<file path="config.mk">
export PLATFORM = sky130hd
export DESIGN_NAME = seg_sched_flat
export DESIGN_NICKNAME = d
export VERILOG_FILES = /design/src/rtl/seg_sched_if.sv /design/src/rtl/seg_sched.sv /design/src/flat_wrapper.sv
export SDC_FILE = /design/constraint.sdc
export NUM_CORES = 1
export LEC_CHECK = 0
export ABC_AREA = 1
export BUFFER_PORTS_ARGS = -buffer_cell sky130_fd_sc_hd__buf_2
export CAP_MARGIN = 20
export CORE_MARGIN = 10
export CORE_UTILIZATION = 54
export CTS_CLUSTER_SIZE = 10
export DETAILED_ROUTE_END_ITERATION = 6
export GPL_ROUTABILITY_DRIVEN = 1
export GPL_TIMING_DRIVEN = 0
export PLACE_DENSITY = 0.75
export SYNTH_ARGS = -nofsm -noshare
export SYNTH_HDL_FRONTEND = slang
export SYNTH_SLANG_ARGS = --single-unit
</file>
<file path="constraint.sdc">
create_clock -name clk -period 2.3 [get_ports clk]
set_input_delay 0.345 -clock clk [delete_from_list [all_inputs] [get_ports clk]]
set_output_delay 0.345 -clock clk [all_outputs]
set_load 0.03 [all_outputs]
</file>
<file path="src/rtl/seg_sched_if.sv">
// Request/grant handshake and serial display bus of the seg_sched frame scheduler.
// master = requester/display side, slave = the scheduler.
interface seg_sched_if;
   logic        req_a;
   logic [31:0] data_a;
   logic [7:0]  blank_a;
   logic        req_b;
   logic [31:0] data_b;
   logic [7:0]  blank_b;
   logic        gnt_a;
   logic        gnt_b;
   logic        busy;
   logic        done;
   logic        seg_clk;
   logic        seg_sout;
   logic        seg_clrn;
   logic        SEG_PEN;

   modport master (
      output req_a, data_a, blank_a, req_b, data_b, blank_b,
      input  gnt_a, gnt_b, busy, done, seg_clk, seg_sout, seg_clrn, SEG_PEN
   );

   modport slave (
      input  req_a, data_a, blank_a, req_b, data_b, blank_b,
      output gnt_a, gnt_b, busy, done, seg_clk, seg_sout, seg_clrn, SEG_PEN
   );
endinterface

</file>
<file path="src/rtl/seg_sched.sv">
// Two-requester round-robin scheduler that shifts an 8-digit seven-segment frame
// MSB-first onto a serial shift-register display bus and latches it.
module seg_sched #(
   parameter int unsigned CLK_HALF = 2
) (
   input logic        clk,
   input logic        rst_n,
   seg_sched_if.slave bus
);

   typedef enum logic [1:0] {StIdle, StLoad, StShift, StLatch} state_e;

   localparam logic [7:0] HalfLast = 8'(CLK_HALF - 1);

   state_e      state_q, state_d;
   logic [31:0] data_q;
   logic [7:0]  blank_q;
   logic [63:0] sreg_q;
   logic [63:0] pattern;
   logic [5:0]  bit_q;
   logic [7:0]  div_q;
   logic        seg_clk_q;
   logic        gnt_a_q, gnt_b_q;
   logic        last_b_q;
   logic        pen_q;
   logic        any_req, pick_b, half_end, last_bit;

   // Active-low {dp,g,f,e,d,c,b,a}; dp is never lit.
   function automatic logic [7:0] seg7(input logic [3:0] d);
      logic [7:0] s;
      case (d)
         4'h0: s = 8'hC0;
         4'h1: s = 8'hF9;
         4'h2: s = 8'hA4;
         4'h3: s = 8'hB0;
         4'h4: s = 8'h99;
         4'h5: s = 8'h92;
         4'h6: s = 8'h82;
         4'h7: s = 8'hF8;
         4'h8: s = 8'h80;
         4'h9: s = 8'h90;
         4'hA: s = 8'h88;
         4'hB: s = 8'h83;
         4'hC: s = 8'hC6;
         4'hD: s = 8'hA1;
         4'hE: s = 8'h86;
         default: s = 8'h8E;
      endcase
      return s;
   endfunction

   assign any_req  = bus.req_a | bus.req_b;
   // B wins when A is absent or A was the last one served.
   assign pick_b   = bus.req_b & (~bus.req_a | ~last_b_q);
   assign half_end = (div_q == HalfLast);
   assign last_bit = (bit_q == 6'd63);

   always_comb begin
      pattern = '1;
      for (int i = 0; i < 8; i++) begin
         pattern[i*8 +: 8] = blank_q[i] ? 8'hFF : seg7(data_q[i*4 +: 4]);
      end
   end

   always_comb begin
      state_d = state_q;
      unique case (state_q)
         StIdle:  if (any_req) state_d = StLoad;
         StLoad:  state_d = StShift;
         StShift: if (seg_clk_q && half_end && last_bit) state_d = StLatch;
         StLatch: state_d = StIdle;
         default: state_d = StIdle;
      endcase
   end

   always_ff @(posedge clk) begin
      if (!rst_n) state_q <= StIdle;
      else        state_q <= state_d;
   end

   always_ff @(posedge clk) begin
      if (!rst_n) begin
         data_q    <= '0;
         blank_q   <= '0;
         sreg_q    <= '1;
         bit_q     <= '0;
         div_q     <= '0;
         seg_clk_q <= 1'b0;
         gnt_a_q   <= 1'b0;
         gnt_b_q   <= 1'b0;
         last_b_q  <= 1'b1;
         pen_q     <= 1'b0;
      end else begin
         gnt_a_q <= 1'b0;
         gnt_b_q <= 1'b0;
         unique case (state_q)
            StIdle: begin
               if (any_req) begin
                  data_q   <= pick_b ? bus.data_b : bus.data_a;
                  blank_q  <= pick_b ? bus.blank_b : bus.blank_a;
                  gnt_a_q  <= ~pick_b;
                  gnt_b_q  <= pick_b;
                  last_b_q <= pick_b;
               end
            end
            StLoad: begin
               sreg_q    <= pattern;
               bit_q     <= '0;
               div_q     <= '0;
               seg_clk_q <= 1'b0;
            end
            StShift: begin
               if (half_end) begin
                  div_q     <= '0;
                  seg_clk_q <= ~seg_clk_q;
                  // Advance data on the falling edge so it is stable across the high phase.
                  if (seg_clk_q) begin
                     sreg_q <= {sreg_q[62:0], 1'b1};
                     bit_q  <= bit_q + 6'd1;
                  end
               end else begin
                  div_q <= div_q + 8'd1;
               end
            end
            StLatch: pen_q <= 1'b1;
            default: ;
         endcase
      end
   end

   assign bus.gnt_a    = gnt_a_q;
   assign bus.gnt_b    = gnt_b_q;
   assign bus.busy     = (state_q != StIdle);
   assign bus.done     = (state_q == StLatch);
   assign bus.seg_clk  = seg_clk_q;
   assign bus.seg_sout = (state_q == StShift) ? sreg_q[63] : 1'b1;
   assign bus.seg_clrn = rst_n;
   assign bus.SEG_PEN  = (state_q == StLatch) | ((state_q == StIdle) & pen_q);

endmodule

</file>
<file path="src/flat_wrapper.sv">
// flat-port wrapper written by rule: the top's interface ports become plain ports
module seg_sched_flat 
#(
   parameter int unsigned CLK_HALF = 2
)
  (clk, rst_n, bus_req_a, bus_data_a, bus_blank_a, bus_req_b, bus_data_b, bus_blank_b, bus_gnt_a, bus_gnt_b, bus_busy, bus_done, bus_seg_clk, bus_seg_sout, bus_seg_clrn, bus_SEG_PEN);
  seg_sched_if bus_i ();
  input logic clk;
  input logic rst_n;
  input wire logic [$bits(bus_i.req_a)-1:0] bus_req_a;
  input wire logic [$bits(bus_i.data_a)-1:0] bus_data_a;
  input wire logic [$bits(bus_i.blank_a)-1:0] bus_blank_a;
  input wire logic [$bits(bus_i.req_b)-1:0] bus_req_b;
  input wire logic [$bits(bus_i.data_b)-1:0] bus_data_b;
  input wire logic [$bits(bus_i.blank_b)-1:0] bus_blank_b;
  output wire logic [$bits(bus_i.gnt_a)-1:0] bus_gnt_a;
  output wire logic [$bits(bus_i.gnt_b)-1:0] bus_gnt_b;
  output wire logic [$bits(bus_i.busy)-1:0] bus_busy;
  output wire logic [$bits(bus_i.done)-1:0] bus_done;
  output wire logic [$bits(bus_i.seg_clk)-1:0] bus_seg_clk;
  output wire logic [$bits(bus_i.seg_sout)-1:0] bus_seg_sout;
  output wire logic [$bits(bus_i.seg_clrn)-1:0] bus_seg_clrn;
  output wire logic [$bits(bus_i.SEG_PEN)-1:0] bus_SEG_PEN;
  assign bus_i.req_a = bus_req_a;
  assign bus_i.data_a = bus_data_a;
  assign bus_i.blank_a = bus_blank_a;
  assign bus_i.req_b = bus_req_b;
  assign bus_i.data_b = bus_data_b;
  assign bus_i.blank_b = bus_blank_b;
  assign bus_gnt_a = bus_i.gnt_a;
  assign bus_gnt_b = bus_i.gnt_b;
  assign bus_busy = bus_i.busy;
  assign bus_done = bus_i.done;
  assign bus_seg_clk = bus_i.seg_clk;
  assign bus_seg_sout = bus_i.seg_sout;
  assign bus_seg_clrn = bus_i.seg_clrn;
  assign bus_SEG_PEN = bus_i.SEG_PEN;
  seg_sched #(.CLK_HALF(CLK_HALF)) u_core (.clk(clk), .rst_n(rst_n), .bus(bus_i));
endmodule
</file>
==> impl_table.tex, run 1 <==
\begin{tabular}{lr}
\hline
Metric & Value \\
\hline
\multicolumn{2}{l}{\textbf{Worst setup path}} \\
Peak per-stage delay on the critical path & 0.35 ns \\
Startpoint of the worst register-to-register path & u\_core.state\_q[0] \\
Data arrival at the endpoint of the critical path & 2.67 ns \\
Count of cells along the worst register-to-register path & 16 \\
Startpoint type of the worst setup path & flip-flop \\
Critical-path cell list & inv\_4, ha\_4, clkinvlp\_4, nor2\_8, buf\_8, buf\_12, nand3\_2, nand2\_2, inv\_2, nor2\_4, inv\_2, ha\_4, inv\_1, nand4\_1, nand3\_1, nand2\_1 \\
Cell family with the largest share of critical-path delay & simple AND/OR/NAND/NOR gates \\
Critical path endpoint category & flip-flop \\
Count of buffer and inverter cells on the critical path & 7 \\
Required time reported for the critical path endpoint & 2.63 ns \\
Class of the most critical setup path & reg -> reg \\
Slowest stage cell on the critical path & sky130\_fd\_sc\_hd\_\_dfxtp\_4 \\
Largest driver fanout on the critical path & 7 \\
Register-to-register setup slack & -0.04 ns \\
\multicolumn{2}{l}{\textbf{CTS}} \\
Number of buffers created by CTS & 17 \\
Clock Tree Buf Depth & 2 \\
Hold buffers post-CTS & 0 \\
CTS H-tree lvls & 4 \\
Clock-pin transition on the worst setup and hold timing paths & 0.07 ns \\
Clock tree from TritonCTS & done \\
Root buffer cell & sky130\_fd\_sc\_hd\_\_clkbuf\_16 \\
Sinks on Clock Net & 181 \\
Latest clock arrival within the worst-skew pair & 0.44 ns \\
\multicolumn{2}{l}{\textbf{GRT}} \\
Via count of the first global-routing pass & 8757 \\
Fraction of met2 tracks used by global routing & 35.0\% \\
Maximum number of pins on one net before global-route repair & 20 \\
Met1 track demand over resource in global routing & 32.1\% \\
Global-route wire length before repair & 45100 um \\
Most utilized layer in the global route result & met2 \\
GR met3 Demand/Resource & 4.29\% \\
GR Overflow Total & 0 \\
Overall routing resource usage & 23.1\% \\
Initial antenna violation count & 0 \\
\multicolumn{2}{l}{\textbf{Drt}} \\
Routed WL & 28400 um \\
Router iterations before antenna repair & 7 \\
Total via count in the routed design & 9554 \\
Routed length per placed instance & 15.8 um \\
Drt drc & 0 \\
Via-per-instance ratio & 5.33 \\
Antenna viol nets, final & 0 \\
Number of design-rule violations left by the first detailed-router iteration & 861 \\
\multicolumn{2}{l}{\textbf{Floorplan}} \\
Total die area & 23500 sq um \\
Die Ht & 153 um \\
Starting Density & 55.4\% \\
I/O Pins & 92 \\
Core ar. & 17400 sq um \\
Die outline width & 153 um \\
Cell Rows & 48 \\
\multicolumn{2}{l}{\textbf{Yosys}} \\
Combined area of all synthesized cells & 9610 sq um \\
Number of synthesized flops with an enable pin & 0 \\
Number of distinct standard cells referenced by the synthesized netlist & 34 \\
Ys flop type & sky130\_fd\_sc\_hd\_\_dfxtp\_1 \\
Compound-Gate Fraction of Synth Area & 10.2\% \\
Multiplexer share of the synthesized area & 0\% \\
Area share of xor/xnor cells in the synthesized design & 0.273\% \\
Main combinational cell family by area after synthesis & simple AND/OR/NAND/NOR gates \\
Synth area leaders & sky130\_fd\_sc\_hd\_\_dfxtp\_1 (38\%), sky130\_fd\_sc\_hd\_\_nand2\_1 (18\%), sky130\_fd\_sc\_hd\_\_ha\_1 (7.3\%) \\
Net count of the mapped netlist & 1526 \\
Adder-cell area share of the yosys netlist & 7.29\% \\
Most common cell in the netlist & sky130\_fd\_sc\_hd\_\_nand2\_1 \\
Proportion of synthesized flip-flops having asynchronous set or reset & 0\% \\
Top cell type's share of synthesized area & 37.7\% \\
Dominant cell type by area after synthesis & sky130\_fd\_sc\_hd\_\_dfxtp\_1 \\
Synthesized netlist cell count & 1386 \\
Seq cells post-synth & 181 \\
Average instance area after synthesis & 6.93 sq um \\
Fraction of the mapped netlist area in simple logic gates & 34.5\% \\
Number of warning messages in the yosys log & 0 \\
Register area share after synthesis & 37.7\% \\
Synth top cells by count & sky130\_fd\_sc\_hd\_\_nand2\_1 (468), sky130\_fd\_sc\_hd\_\_dfxtp\_1 (181), sky130\_fd\_sc\_hd\_\_inv\_1 (155) \\
\multicolumn{2}{l}{\textbf{Finish}} \\
Antenna diodes & 0 \\
Number of nets in the layout & 1696 \\
Summed area of non-filler cells in the final layout & 12000 sq um \\
Synthesis-to-layout area growth & 24.8\% \\
Fraction of final layout cells sized beyond drive strength 1 & 24.2\% \\
Number of fill cells in the layout & 1437 \\
Utilization after layout & 69.1\% \\
\multicolumn{2}{l}{\textbf{Power}} \\
Peak supply drop & 737 uV \\
Post-layout power & 16.1 mW \\
Standby leakage power & 5.98 nW \\
Power density over cell area & 1350 nW/um\^{}2 \\
\multicolumn{2}{l}{\textbf{Timing}} \\
FMAX & 427 MHz \\
Total setup violations reported at the end of the flow & 6 \\
Final Cycle Share & 102\% \\
Number of max-slew violations in the final report & 0 \\
Setup repair after global routing missed its margin & yes \\
Worst Setup Slack, final & -0.0421 ns \\
Tmin final & 2.34 ns \\
Slew at the pin with the worst max-slew slack & 0.934 ns \\
Fin Clk Skew & 0.0104 ns \\
Hold violation total from the final report & 0 \\
Relative slew margins & 37.7\% \\
\multicolumn{2}{l}{\textbf{Hold path}} \\
Hold WC Path Type & in -> reg \\
Beginning of the worst hold path & bus\_blank\_a[7] \\
Hold path depth & 3 \\
Capture endpoint of the worst hold path & u\_core.blank\_q[7] \\
\multicolumn{2}{l}{\textbf{Outcome}} \\
Outcome & finished, violations left \\
Failing checks & negative setup slack \\
\multicolumn{2}{l}{\textbf{Placed design}} \\
Post-Place Cell Area & 10600 sq um \\
Pre-CTS setup slack & -0.407 ns \\
Routability Congestion & 0.941 \\
HPWL Detailed & 20100 um \\
Number of port buffers & 90 \\
\multicolumn{2}{l}{\textbf{Run}} \\
Maxcap violations & 0 \\
\hline
\end{tabular}
[worst max path at each step]
stage	cells after the start	end	startpoint	slack, ns
6_report	16	flip-flop	u_core.state_q[0]	-0.04
5_1_grt	16	flip-flop	u_core.state_q[0]	-0.12
4_1_cts	15	flip-flop	u_core.state_q[0]	0.0002
3_5_place_dp	16	flip-flop	bus_req_b	-0.41
3_3_place_gp	16	flip-flop	bus_req_b	-0.40
2_1_floorplan	16	flip-flop	u_core.state_q[1]	-0.02
[kinds of logic after synthesis]
logic type | Yosys count
simple gates | 746
compound gates | 159
xor+xnor | 3
fa+ha+maj | 56
flops | 181
buf+inv | 241
[placed cells by master (no fill, tap or decap), types with 4 or more instances in the layout]
master                       synthesis  routed
sky130_fd_sc_hd__nand2_1           468     446
sky130_fd_sc_hd__o211ai_2            7       7
sky130_fd_sc_hd__inv_4               0      12
sky130_fd_sc_hd__clkinvlp_4          0       6
sky130_fd_sc_hd__buf_8               0       4
sky130_fd_sc_hd__nor2_4              0       8
sky130_fd_sc_hd__nor2_1             45      37
sky130_fd_sc_hd__a31oi_1             6       6
sky130_fd_sc_hd__nand3_2            21      16
sky130_fd_sc_hd__nor3_1              4       4
sky130_fd_sc_hd__o21ai_0            76      75
sky130_fd_sc_hd__buf_4               2      59
sky130_fd_sc_hd__clkbuf_16           0      17
sky130_fd_sc_hd__buf_6               2       5
sky130_fd_sc_hd__nand4_1            42      42
sky130_fd_sc_hd__inv_1             155     126
sky130_fd_sc_hd__a21oi_1            13      13
sky130_fd_sc_hd__inv_2              21      36
sky130_fd_sc_hd__nand3_4             0      13
sky130_fd_sc_hd__ha_2                0      15
sky130_fd_sc_hd__o21ai_1             7       8
sky130_fd_sc_hd__buf_2              28     112
sky130_fd_sc_hd__o211ai_1           49      49
sky130_fd_sc_hd__dfxtp_1           181     179
sky130_fd_sc_hd__nand2_4             0       4
sky130_fd_sc_hd__nor3b_1             5       5
sky130_fd_sc_hd__ha_1               56      26
sky130_fd_sc_hd__clkinv_2            0       4
sky130_fd_sc_hd__nand3_1           139     131
sky130_fd_sc_hd__nand3b_1            7       7
sky130_fd_sc_hd__nand2_2             7      25
sky130_fd_sc_hd__clkbuf_1           27      27
sky130_fd_sc_hd__ha_4                0      15
[area by class of cell]
type / count / area (sq um) / share of cell area [%]
Timing Repair Buffer: 152 / 938 / 7.82
Inverter: 179 / 724 / 6.04
Clock buffer: 21 / 460 / 3.84
Sequential cell: 181 / 3630 / 30.3
Clock inverter: 11 / 76.3 / 0.636
Tap cell: 225 / 282 / 2.35
Buffer: 61 / 362 / 3.02
Multi-Input combinational cell: 964 / 5520 / 46.0
[layer usage]
layer	part of all wire [%]	up-vias	routed length (um)
li1	-	4815	-
met1	48	4303	13500
met2	44	391	12400
met3	6.1	45	1740
met4	2.4	0	682
met5	0	-	0
[per-stage QoR]
stage | std cells | hold WS [ns] | TNS [ns]
finish | 1794 | 0.121 | -0.125
global route | 1794 | 0.118 | -1.64
CTS | 1769 | 0.114 | 0
global placement | 1701 | 0.435 | -16.60
floorplan | 1386 | 0.426 | -0.0328
detailed placement | 1702 | 0.443 | -13.97
[power breakdown]
group | total, mW | internal, mW | leakage (nW) | switching [mW]
Sequential | 4.73 | 4.27 | 1.50 | 0.461
Clock | 2.69 | 1.44 | 0.256 | 1.25
Combinational | 8.73 | 3.16 | 4.22 | 5.57
[worst reg2reg max path: stages (launching register included)]
cell and delay [ns]:
sky130_fd_sc_hd__dfxtp_4 0.35, sky130_fd_sc_hd__inv_4 0.07, sky130_fd_sc_hd__ha_4 0.15, sky130_fd_sc_hd__clkinvlp_4 0.15, sky130_fd_sc_hd__nor2_8 0.19, sky130_fd_sc_hd__buf_8 0.14
sky130_fd_sc_hd__buf_12 0.13, sky130_fd_sc_hd__nand3_2 0.11, sky130_fd_sc_hd__nand2_2 0.09, sky130_fd_sc_hd__inv_2 0.06, sky130_fd_sc_hd__nor2_4 0.14, sky130_fd_sc_hd__inv_2 0.09
sky130_fd_sc_hd__ha_4 0.21, sky130_fd_sc_hd__inv_1 0.06, sky130_fd_sc_hd__nand4_1 0.11, sky130_fd_sc_hd__nand3_1 0.11, sky130_fd_sc_hd__nand2_1 0.07
[repair_timing]
item | 4_1_cts | 5_1_grt
setup endpoints to repair | 57 | 50
pin swaps | 21 | 48
gates cloned | 0 | 0
buffers inserted | 36 | 25
resized for setup | 63 | 63
Power figures use the tool's default switching activity.
==> inputs of run 2 (changes only) <==
--- a/config.mk
+++ b/config.mk
@@ -8,7 +8,7 @@
 export ABC_AREA = 1
 export BUFFER_PORTS_ARGS = -buffer_cell sky130_fd_sc_hd__buf_2
 export CAP_MARGIN = 20
-export CORE_MARGIN = 10
+export CORE_MARGIN = 2
 export CORE_UTILIZATION = 54
 export CTS_CLUSTER_SIZE = 10
 export DETAILED_ROUTE_END_ITERATION = 6
==> run 2 against run 1 <==
The run still ends with negative setup slack left. Sequential power about the same. First-iteration DRC count decreased by 1.5%. Combinational power about the same. Die area decreased by 20%. Power increased by 0.82%. Final area decreased by 0.12%. Largest cell class unchanged. Largest power group unchanged.
==> impl_table.tex, run 2 (synthesis results as in run 1) <==
\begin{tabular}{lr}
\hline
Metric & Value \\
\hline
\multicolumn{2}{l}{\textbf{Finish}} \\
Fraction of final layout cells sized beyond drive strength 1 & 23.3\% (-0.86 points) \\
Number of standard cells in the layout, taps in and fillers out & 1796 (+0.11\%) \\
Commonest non-fill, non-tap cell in the layout & sky130\_fd\_sc\_hd\_\_nand2\_1 \\
Antenna diodes & 0 (unchanged) \\
Highest-count cells in the layout ignoring fill and taps & sky130\_fd\_sc\_hd\_\_nand2\_1 (448), sky130\_fd\_sc\_hd\_\_dfxtp\_1 (179), sky130\_fd\_sc\_hd\_\_nand3\_1 (132), sky130\_fd\_sc\_hd\_\_inv\_1 (128), sky130\_fd\_sc\_hd\_\_buf\_2 (112) \\
Synthesis-to-layout area growth & 24.7\% \\
Number of nets in the layout & 1698 (+0.12\%) \\
\multicolumn{2}{l}{\textbf{GRT}} \\
Global-route wire length before repair & 43400 um (-3.9\%) \\
GR Overflow Total & 0 (unchanged) \\
Maximum number of pins on one net before global-route repair & 20 (unchanged) \\
GR met3 Demand/Resource & 5.63\% (+1.3 points) \\
Overall routing resource usage & 29.6\% (+6.5 points) \\
Via count of the first global-routing pass & 8665 (-1.1\%) \\
Most utilized layer in the global route result & met2 \\
Initial antenna violation count & 0 (unchanged) \\
Met1 track demand over resource in global routing & 40.6\% (+8.5 points) \\
Fraction of met2 tracks used by global routing & 46.6\% (+12 points) \\
\multicolumn{2}{l}{\textbf{Worst setup path}} \\
Startpoint type of the worst setup path & flip-flop \\
Data arrival at the endpoint of the critical path & 2.66 ns (about the same) \\
Class of the most critical setup path & reg -> reg \\
Startpoint of the worst register-to-register path & u\_core.state\_q[0] \\
Critical path endpoint category & flip-flop \\
Count of cells along the worst register-to-register path & 17 (+1) \\
Largest driver fanout on the critical path & 7 (unchanged) \\
Register-to-register setup slack & -0.04 ns (about the same) \\
Required time reported for the critical path endpoint & 2.62 ns (about the same) \\
\multicolumn{2}{l}{\textbf{CTS}} \\
Number of buffers created by CTS & 17 (unchanged) \\
Clock tree from TritonCTS & done \\
CTS H-tree lvls & 4 (unchanged) \\
Hold buffers post-CTS & 0 (unchanged) \\
Latest clock arrival within the worst-skew pair & 0.44 ns (about the same) \\
Clock Tree Buf Depth & 2 (unchanged) \\
Clock-pin transition on the worst setup and hold timing paths & 0.07 ns (about the same) \\
Sinks on Clock Net & 181 (unchanged) \\
Root buffer cell & sky130\_fd\_sc\_hd\_\_clkbuf\_16 \\
\multicolumn{2}{l}{\textbf{Drt}} \\
Via-per-instance ratio & 5.37 (+0.92\%) \\
Total via count in the routed design & 9653 (+1.0\%) \\
Routed WL & 27800 um (-1.9\%) \\
Router iterations before antenna repair & 7 (unchanged) \\
Number of design-rule violations left by the first detailed-router iteration & 848 (-1.5\%) \\
Drt drc & 0 (unchanged) \\
Antenna viol nets, final & 0 (unchanged) \\
Routed length per placed instance & 15.5 um (-2.0\%) \\
\multicolumn{2}{l}{\textbf{Floorplan}} \\
Starting Density & 55.4\% (unchanged) \\
Die outline width & 137 um (-10\%) \\
Total die area & 18900 sq um (-20\%) \\
Cell Rows & 48 (unchanged) \\
I/O Pins & 92 (unchanged) \\
Core ar. & 17400 sq um (unchanged) \\
Die Ht & 137 um (-10\%) \\
\multicolumn{2}{l}{\textbf{Hold path}} \\
Capture endpoint of the worst hold path & u\_core.blank\_q[0] \\
Hold path depth & 3 (unchanged) \\
Beginning of the worst hold path & bus\_blank\_a[0] \\
Hold WC Path Type & in -> reg \\
\multicolumn{2}{l}{\textbf{Outcome}} \\
Failing checks & negative setup slack \\
Outcome & finished, violations left \\
\multicolumn{2}{l}{\textbf{Placed design}} \\
HPWL Detailed & 19300 um (-3.6\%) \\
Number of port buffers & 90 (unchanged) \\
Routability Congestion & 0.922 (-2.1\%) \\
Placed instance count & 1702 (unchanged) \\
\multicolumn{2}{l}{\textbf{Timing}} \\
Final Cycle Share & 102\% (-0.22 points) \\
Slew at the pin with the worst max-slew slack & 0.874 ns (-0.0603 ns) \\
FMAX & 428 MHz (+0.22\%) \\
Worst Setup Slack, final & -0.0370 ns (+0.00509 ns) \\
Tmin final & 2.34 ns (-0.00509 ns) \\
Relative slew margins & 41.7\% (+4.0 points) \\
Fin Clk Skew & 0.00866 ns (-0.00178 ns) \\
Setup repair after global routing missed its margin & yes \\
Number of max-slew violations in the final report & 0 (unchanged) \\
Total setup violations reported at the end of the flow & 3 (-3) \\
Hold violation total from the final report & 0 (unchanged) \\
\multicolumn{2}{l}{\textbf{Run}} \\
Maxcap violations & 0 (unchanged) \\
\multicolumn{2}{l}{\textbf{Power}} \\
Standby leakage power & 6.04 nW (+0.97\%) \\
Post-layout power & 16.3 mW (+0.82\%) \\
Peak supply drop & 848 uV (+15\%) \\
Power density over cell area & 1360 nW/um\^{}2 (+0.93\%) \\
\hline
\end{tabular}
run 2: final cells by class:
type / instances / area, sq um
Clock buffer: 22 / 474
Multi-Input combinational cell: 964 / 5450
Timing Repair Buffer: 155 / 970
Inverter: 179 / 724
Sequential cell: 181 / 3630
Fill cell: 1419 / 5380
Clock inverter: 10 / 95.1
Tap cell: 225 / 282
Buffer: 60 / 352
run 2: power breakdown:
group | internal [mW] | switching [mW] | leakage (nW)
sequential | 4.27 | 0.462 | 1.50
clock | 1.58 | 1.25 | 0.277
combinational | 3.14 | 5.57 | 4.26
run 2: routing by layer:
layer  share of wire (%)  wire length [um]
met1                  45             12600
met2                  45             12600
met3                 7.3              2040
met4                 2.1               598
met5                   0                 0
run 2: worst max path at each step:
stage	startpoint	end	depth (start not counted)	slack, ns
6_report	u_core.state_q[0]	flip-flop	17	-0.04
5_1_grt	u_core.state_q[0]	flip-flop	17	-0.12
4_1_cts	u_core.state_q[0]	flip-flop	16	0.003
3_5_place_dp	bus_req_b	flip-flop	16	-0.44
3_3_place_gp	bus_req_b	flip-flop	16	-0.46
2_1_floorplan	u_core.state_q[1]	flip-flop	16	-0.02
run 2: per-stage QoR:
stage / setup TNS (ns) / utilization [%] / cell area [sq um] / setup WS, ns / hold WS (ns)
finish: -0.0788 / 69.0 / 12000 / -0.0370 / 0.120
global route: -1.85 / 69.0 / 12000 / -0.116 / 0.129
CTS: 0 / 66.7 / 11600 / 0.00304 / 0.116
floorplan: -0.0328 / - / 9810 / -0.0245 / 0.426
global placement: -19.34 / 60.7 / 10500 / -0.460 / 0.435
detailed placement: -16.62 / 60.8 / 10600 / -0.440 / 0.442
run 2: timing repair:
| action | CTS | global route |
|---|---|---|
| resized for setup | 50 | 55 |
| setup buffers | 36 | 28 |
| setup endpoints to repair | 57 | 49 |
| pin swaps | 15 | 49 |
| hold endpoints to repair | 0 | 0 |
run 2: worst max-delay path, cell delays in order, from the launching register on:
cell and delay (ns):
sky130_fd_sc_hd__dfxtp_4 0.35, sky130_fd_sc_hd__inv_4 0.07, sky130_fd_sc_hd__ha_4 0.14, sky130_fd_sc_hd__clkinvlp_4 0.16, sky130_fd_sc_hd__nor2_8 0.18, sky130_fd_sc_hd__buf_8 0.13, sky130_fd_sc_hd__buf_12 0.13, sky130_fd_sc_hd__nand3_4 0.09
sky130_fd_sc_hd__nand2_4 0.10, sky130_fd_sc_hd__clkinv_4 0.06, sky130_fd_sc_hd__nor2_4 0.15, sky130_fd_sc_hd__inv_2 0.08, sky130_fd_sc_hd__buf_6 0.13, sky130_fd_sc_hd__ha_2 0.18, sky130_fd_sc_hd__nand2_1 0.08, sky130_fd_sc_hd__nand2_1 0.06
sky130_fd_sc_hd__nand2_1 0.06, sky130_fd_sc_hd__nand2_1 0.06
==> inputs of run 3 (changes only) <==
--- a/config.mk
+++ b/config.mk
@@ -8,13 +8,15 @@
 export ABC_AREA = 1
 export BUFFER_PORTS_ARGS = -buffer_cell sky130_fd_sc_hd__buf_2
 export CAP_MARGIN = 20
+export CELL_PAD_IN_SITES_DETAIL_PLACEMENT = 2
+export CELL_PAD_IN_SITES_GLOBAL_PLACEMENT = 2
 export CORE_MARGIN = 2
-export CORE_UTILIZATION = 54
+export CORE_UTILIZATION = 30
 export CTS_CLUSTER_SIZE = 10
 export DETAILED_ROUTE_END_ITERATION = 6
 export GPL_ROUTABILITY_DRIVEN = 1
 export GPL_TIMING_DRIVEN = 0
-export PLACE_DENSITY = 0.75
+export PLACE_DENSITY = 0.73
 export SYNTH_ARGS = -nofsm -noshare
 export SYNTH_HDL_FRONTEND = slang
 export SYNTH_SLANG_ARGS = --single-unit
==> run 3 against run 2 <==
The flow still finishes with violations (negative setup slack). Combinational power grew 26%. Critical path type unchanged. First-iteration DRC count shrank 39%. Critical path depth shrank 1.
==> impl_table.tex, run 3 (synthesis results as in run 1) <==
\begin{tabular}{lr}
\hline
Metric & Value \\
\hline
\multicolumn{2}{l}{\textbf{Finish}} \\
Synthesis-to-layout area growth & 36.6\% \\
Number of nets in the layout & 1733 (+2.1\%) \\
Highest-count cells in the layout ignoring fill and taps & sky130\_fd\_sc\_hd\_\_nand2\_1 (434), sky130\_fd\_sc\_hd\_\_dfxtp\_1 (179), sky130\_fd\_sc\_hd\_\_nand3\_1 (121), sky130\_fd\_sc\_hd\_\_inv\_1 (118), sky130\_fd\_sc\_hd\_\_buf\_2 (110) \\
Fraction of final layout cells sized beyond drive strength 1 & 29.1\% (+5.8 points) \\
Utilization after layout & 41.6\% (-27 points) \\
Number of fill cells in the layout & 3618 (+150\%) \\
Commonest non-fill, non-tap cell in the layout & sky130\_fd\_sc\_hd\_\_nand2\_1 \\
\multicolumn{2}{l}{\textbf{GRT}} \\
Overall routing resource usage & 23.8\% (-5.7 points) \\
Maximum number of pins on one net before global-route repair & 20 (unchanged) \\
GR Overflow Total & 0 (unchanged) \\
Global-route wire length before repair & 61400 um (+42\%) \\
Via count of the first global-routing pass & 10600 (+22\%) \\
Initial antenna violation count & 2 (+2) \\
\multicolumn{2}{l}{\textbf{Drt}} \\
Total via count in the routed design & 10500 (+8.3\%) \\
Routed length per placed instance & 22.4 um (+45\%) \\
Number of design-rule violations left by the first detailed-router iteration & 520 (-39\%) \\
Routed WL & 45100 um (+62\%) \\
Via-per-instance ratio & 5.20 (-3.3\%) \\
Router iterations before antenna repair & 5 (-2) \\
Antenna viol nets, final & 0 (unchanged) \\
Drt drc & 0 (unchanged) \\
\multicolumn{2}{l}{\textbf{Worst setup path}} \\
Class of the most critical setup path & reg -> reg \\
Peak per-stage delay on the critical path & 0.36 ns (about the same) \\
Data arrival at the endpoint of the critical path & 3.01 ns (+0.35 ns) \\
Startpoint type of the worst setup path & flip-flop \\
Critical-path cell list & inv\_4, ha\_4, clkinvlp\_4, nor2\_8, buf\_12, buf\_12, nand3\_4, nand2\_2, inv\_2, nor2\_4, buf\_6, ha\_4, nand4\_1, nand2\_1, nand2\_1, nand2\_1 \\
CP most frequent cell & sky130\_fd\_sc\_hd\_\_nand2\_1 \\
Largest driver fanout on the critical path & 10 (+3) \\
Slowest stage cell on the critical path & sky130\_fd\_sc\_hd\_\_dfxtp\_4 \\
Required time reported for the critical path endpoint & 2.69 ns (+0.07 ns) \\
Critical path endpoint category & flip-flop \\
\multicolumn{2}{l}{\textbf{Hold path}} \\
Hold WC Path Type & in -> reg \\
\multicolumn{2}{l}{\textbf{Timing}} \\
Relative slew margins & 27.4\% (-14 points) \\
Slew at the pin with the worst max-slew slack & 1.09 ns (+0.215 ns) \\
Final Cycle Share & 114\% (+12 points) \\
Hold violation total from the final report & 0 (unchanged) \\
Tmin final & 2.62 ns (+0.283 ns) \\
Total setup violations reported at the end of the flow & 62 (+59) \\
Fin Clk Skew & 0.0166 ns (+0.00790 ns) \\
Number of max-slew violations in the final report & 0 (unchanged) \\
Setup repair after global routing missed its margin & yes \\
Final worst hold slack & 0.105 ns (-0.0150 ns) \\
FMAX & 382 MHz (-11\%) \\
Worst Setup Slack, final & -0.320 ns (-0.283 ns) \\
\multicolumn{2}{l}{\textbf{Floorplan}} \\
I/O Pins & 92 (unchanged) \\
Die Ht & 183 um (+33\%) \\
Total die area & 33500 sq um (+77\%) \\
Cell Rows & 65 (+35\%) \\
Core ar. & 31600 sq um (+82\%) \\
Starting Density & 30.5\% (-25 points) \\
Die outline width & 183 um (+33\%) \\
\multicolumn{2}{l}{\textbf{Run}} \\
Maxcap violations & 0 (unchanged) \\
\multicolumn{2}{l}{\textbf{Outcome}} \\
Failing checks & negative setup slack \\
Outcome & finished, violations left \\
\multicolumn{2}{l}{\textbf{CTS}} \\
Clock-pin transition on the worst setup and hold timing paths & 0.08 ns (about the same) \\
Number of buffers created by CTS & 17 (unchanged) \\
Root buffer cell & sky130\_fd\_sc\_hd\_\_clkbuf\_16 \\
Clock tree from TritonCTS & done \\
Latest clock arrival within the worst-skew pair & 0.47 ns (+0.03 ns) \\
Clock Tree Buf Depth & 2 (unchanged) \\
CTS H-tree lvls & 4 (unchanged) \\
Sinks on Clock Net & 181 (unchanged) \\
\multicolumn{2}{l}{\textbf{Power}} \\
Post-layout power & 19.1 mW (+17\%) \\
Peak supply drop & 637 uV (-25\%) \\
Standby leakage power & 6.32 nW (+4.7\%) \\
Power density over cell area & 1460 nW/um\^{}2 (+7.1\%) \\
\multicolumn{2}{l}{\textbf{Placed design}} \\
Pre-CTS setup slack & -0.653 ns (-0.213 ns) \\
Number of port buffers & 90 (unchanged) \\
HPWL Detailed & 27000 um (+40\%) \\
Routability Congestion & 0.843 (-8.5\%) \\
\hline
\end{tabular}
run 3: changes by cell type in the layout (fill, tap and decap cells not counted), sizes merged:
cell      change
clkbuf        -5
clkinvlp      -2
inv           +6
diode         +2
bufinv        +2
buf          +35
clkinv        -1
run 3: where the power goes:
group / switching [mW] / total [mW] / internal, mW
combinational: 7.14 / 11.0 / 3.88
clock: 1.52 / 3.28 / 1.76
sequential: 0.539 / 4.81 / 4.27
total: 9.19 / 19.1 / 9.92
run 3: layout make-up:
cell class / count / area, sq um / share of cell area, %
multi-input combinational: 964 / 5920 / 45.1
sequential: 181 / 3630 / 27.6
timing repair buffer: 191 / 1310 / 9.95
inverter: 179 / 769 / 5.86
tap: 402 / 503 / 3.83
clock buffer: 17 / 425 / 3.24
buffer: 59 / 369 / 2.81
clock inverter: 15 / 206 / 1.57
antenna: 2 / 5.00 / 0.0381
run 3: worst paths after layout:
path | start | endpoint | slack (ns) | cells past startpoint
worst min register to register | u_core.pen_q | u_core.pen_q | 0.45 | 2
worst max register to register | u_core.state_q[1] | flip-flop | -0.32 | 16
worst max-delay path | u_core.state_q[1] | flip-flop | -0.32 | 16
worst min-delay path | bus_blank_b[7] | u_core.blank_q[7] | 0.11 | 3
run 3: critical path: cells and delay by family, from the launching register on:
kind | cells | cell delay (ns)
DFF | 1 | 0.36
and+or+nand+nor | 8 | 1.18
adders and majority gates | 2 | 0.29
buffers and inverters | 6 | 0.72
run 3: stage by stage:
stage | setup TNS (ns) | instance area [sq um] | std cells
6_report | -7.47 | 13100 | 2010
5_1_grt | -13.10 | 13100 | 2009
4_1_cts | -0.590 | 12400 | 1984
3_5_place_dp | -32.10 | 10800 | 1879
3_3_place_gp | -32.76 | 10800 | 1878
2_1_floorplan | -0.0328 | 9810 | 1386
run 3: repair_timing:
item / 4_1_cts / 5_1_grt
hold buffers: 0 / 0
pin swaps: 63 / 79
buffers inserted: 74 / 26
setup endpoints to repair: 68 / 119
resized for setup: 118 / 127
cloned: 0 / 1
run 3: metal layers:
metal / track usage (%) / part of all wire [%] / routed length (um)
met2: 39.5 / 48 / 21700
met5: 0 / 0 / 0
met4: 6.11 / 3.4 / 1530
met3: 3.57 / 3.8 / 1710
met1: 32.4 / 45 / 20200
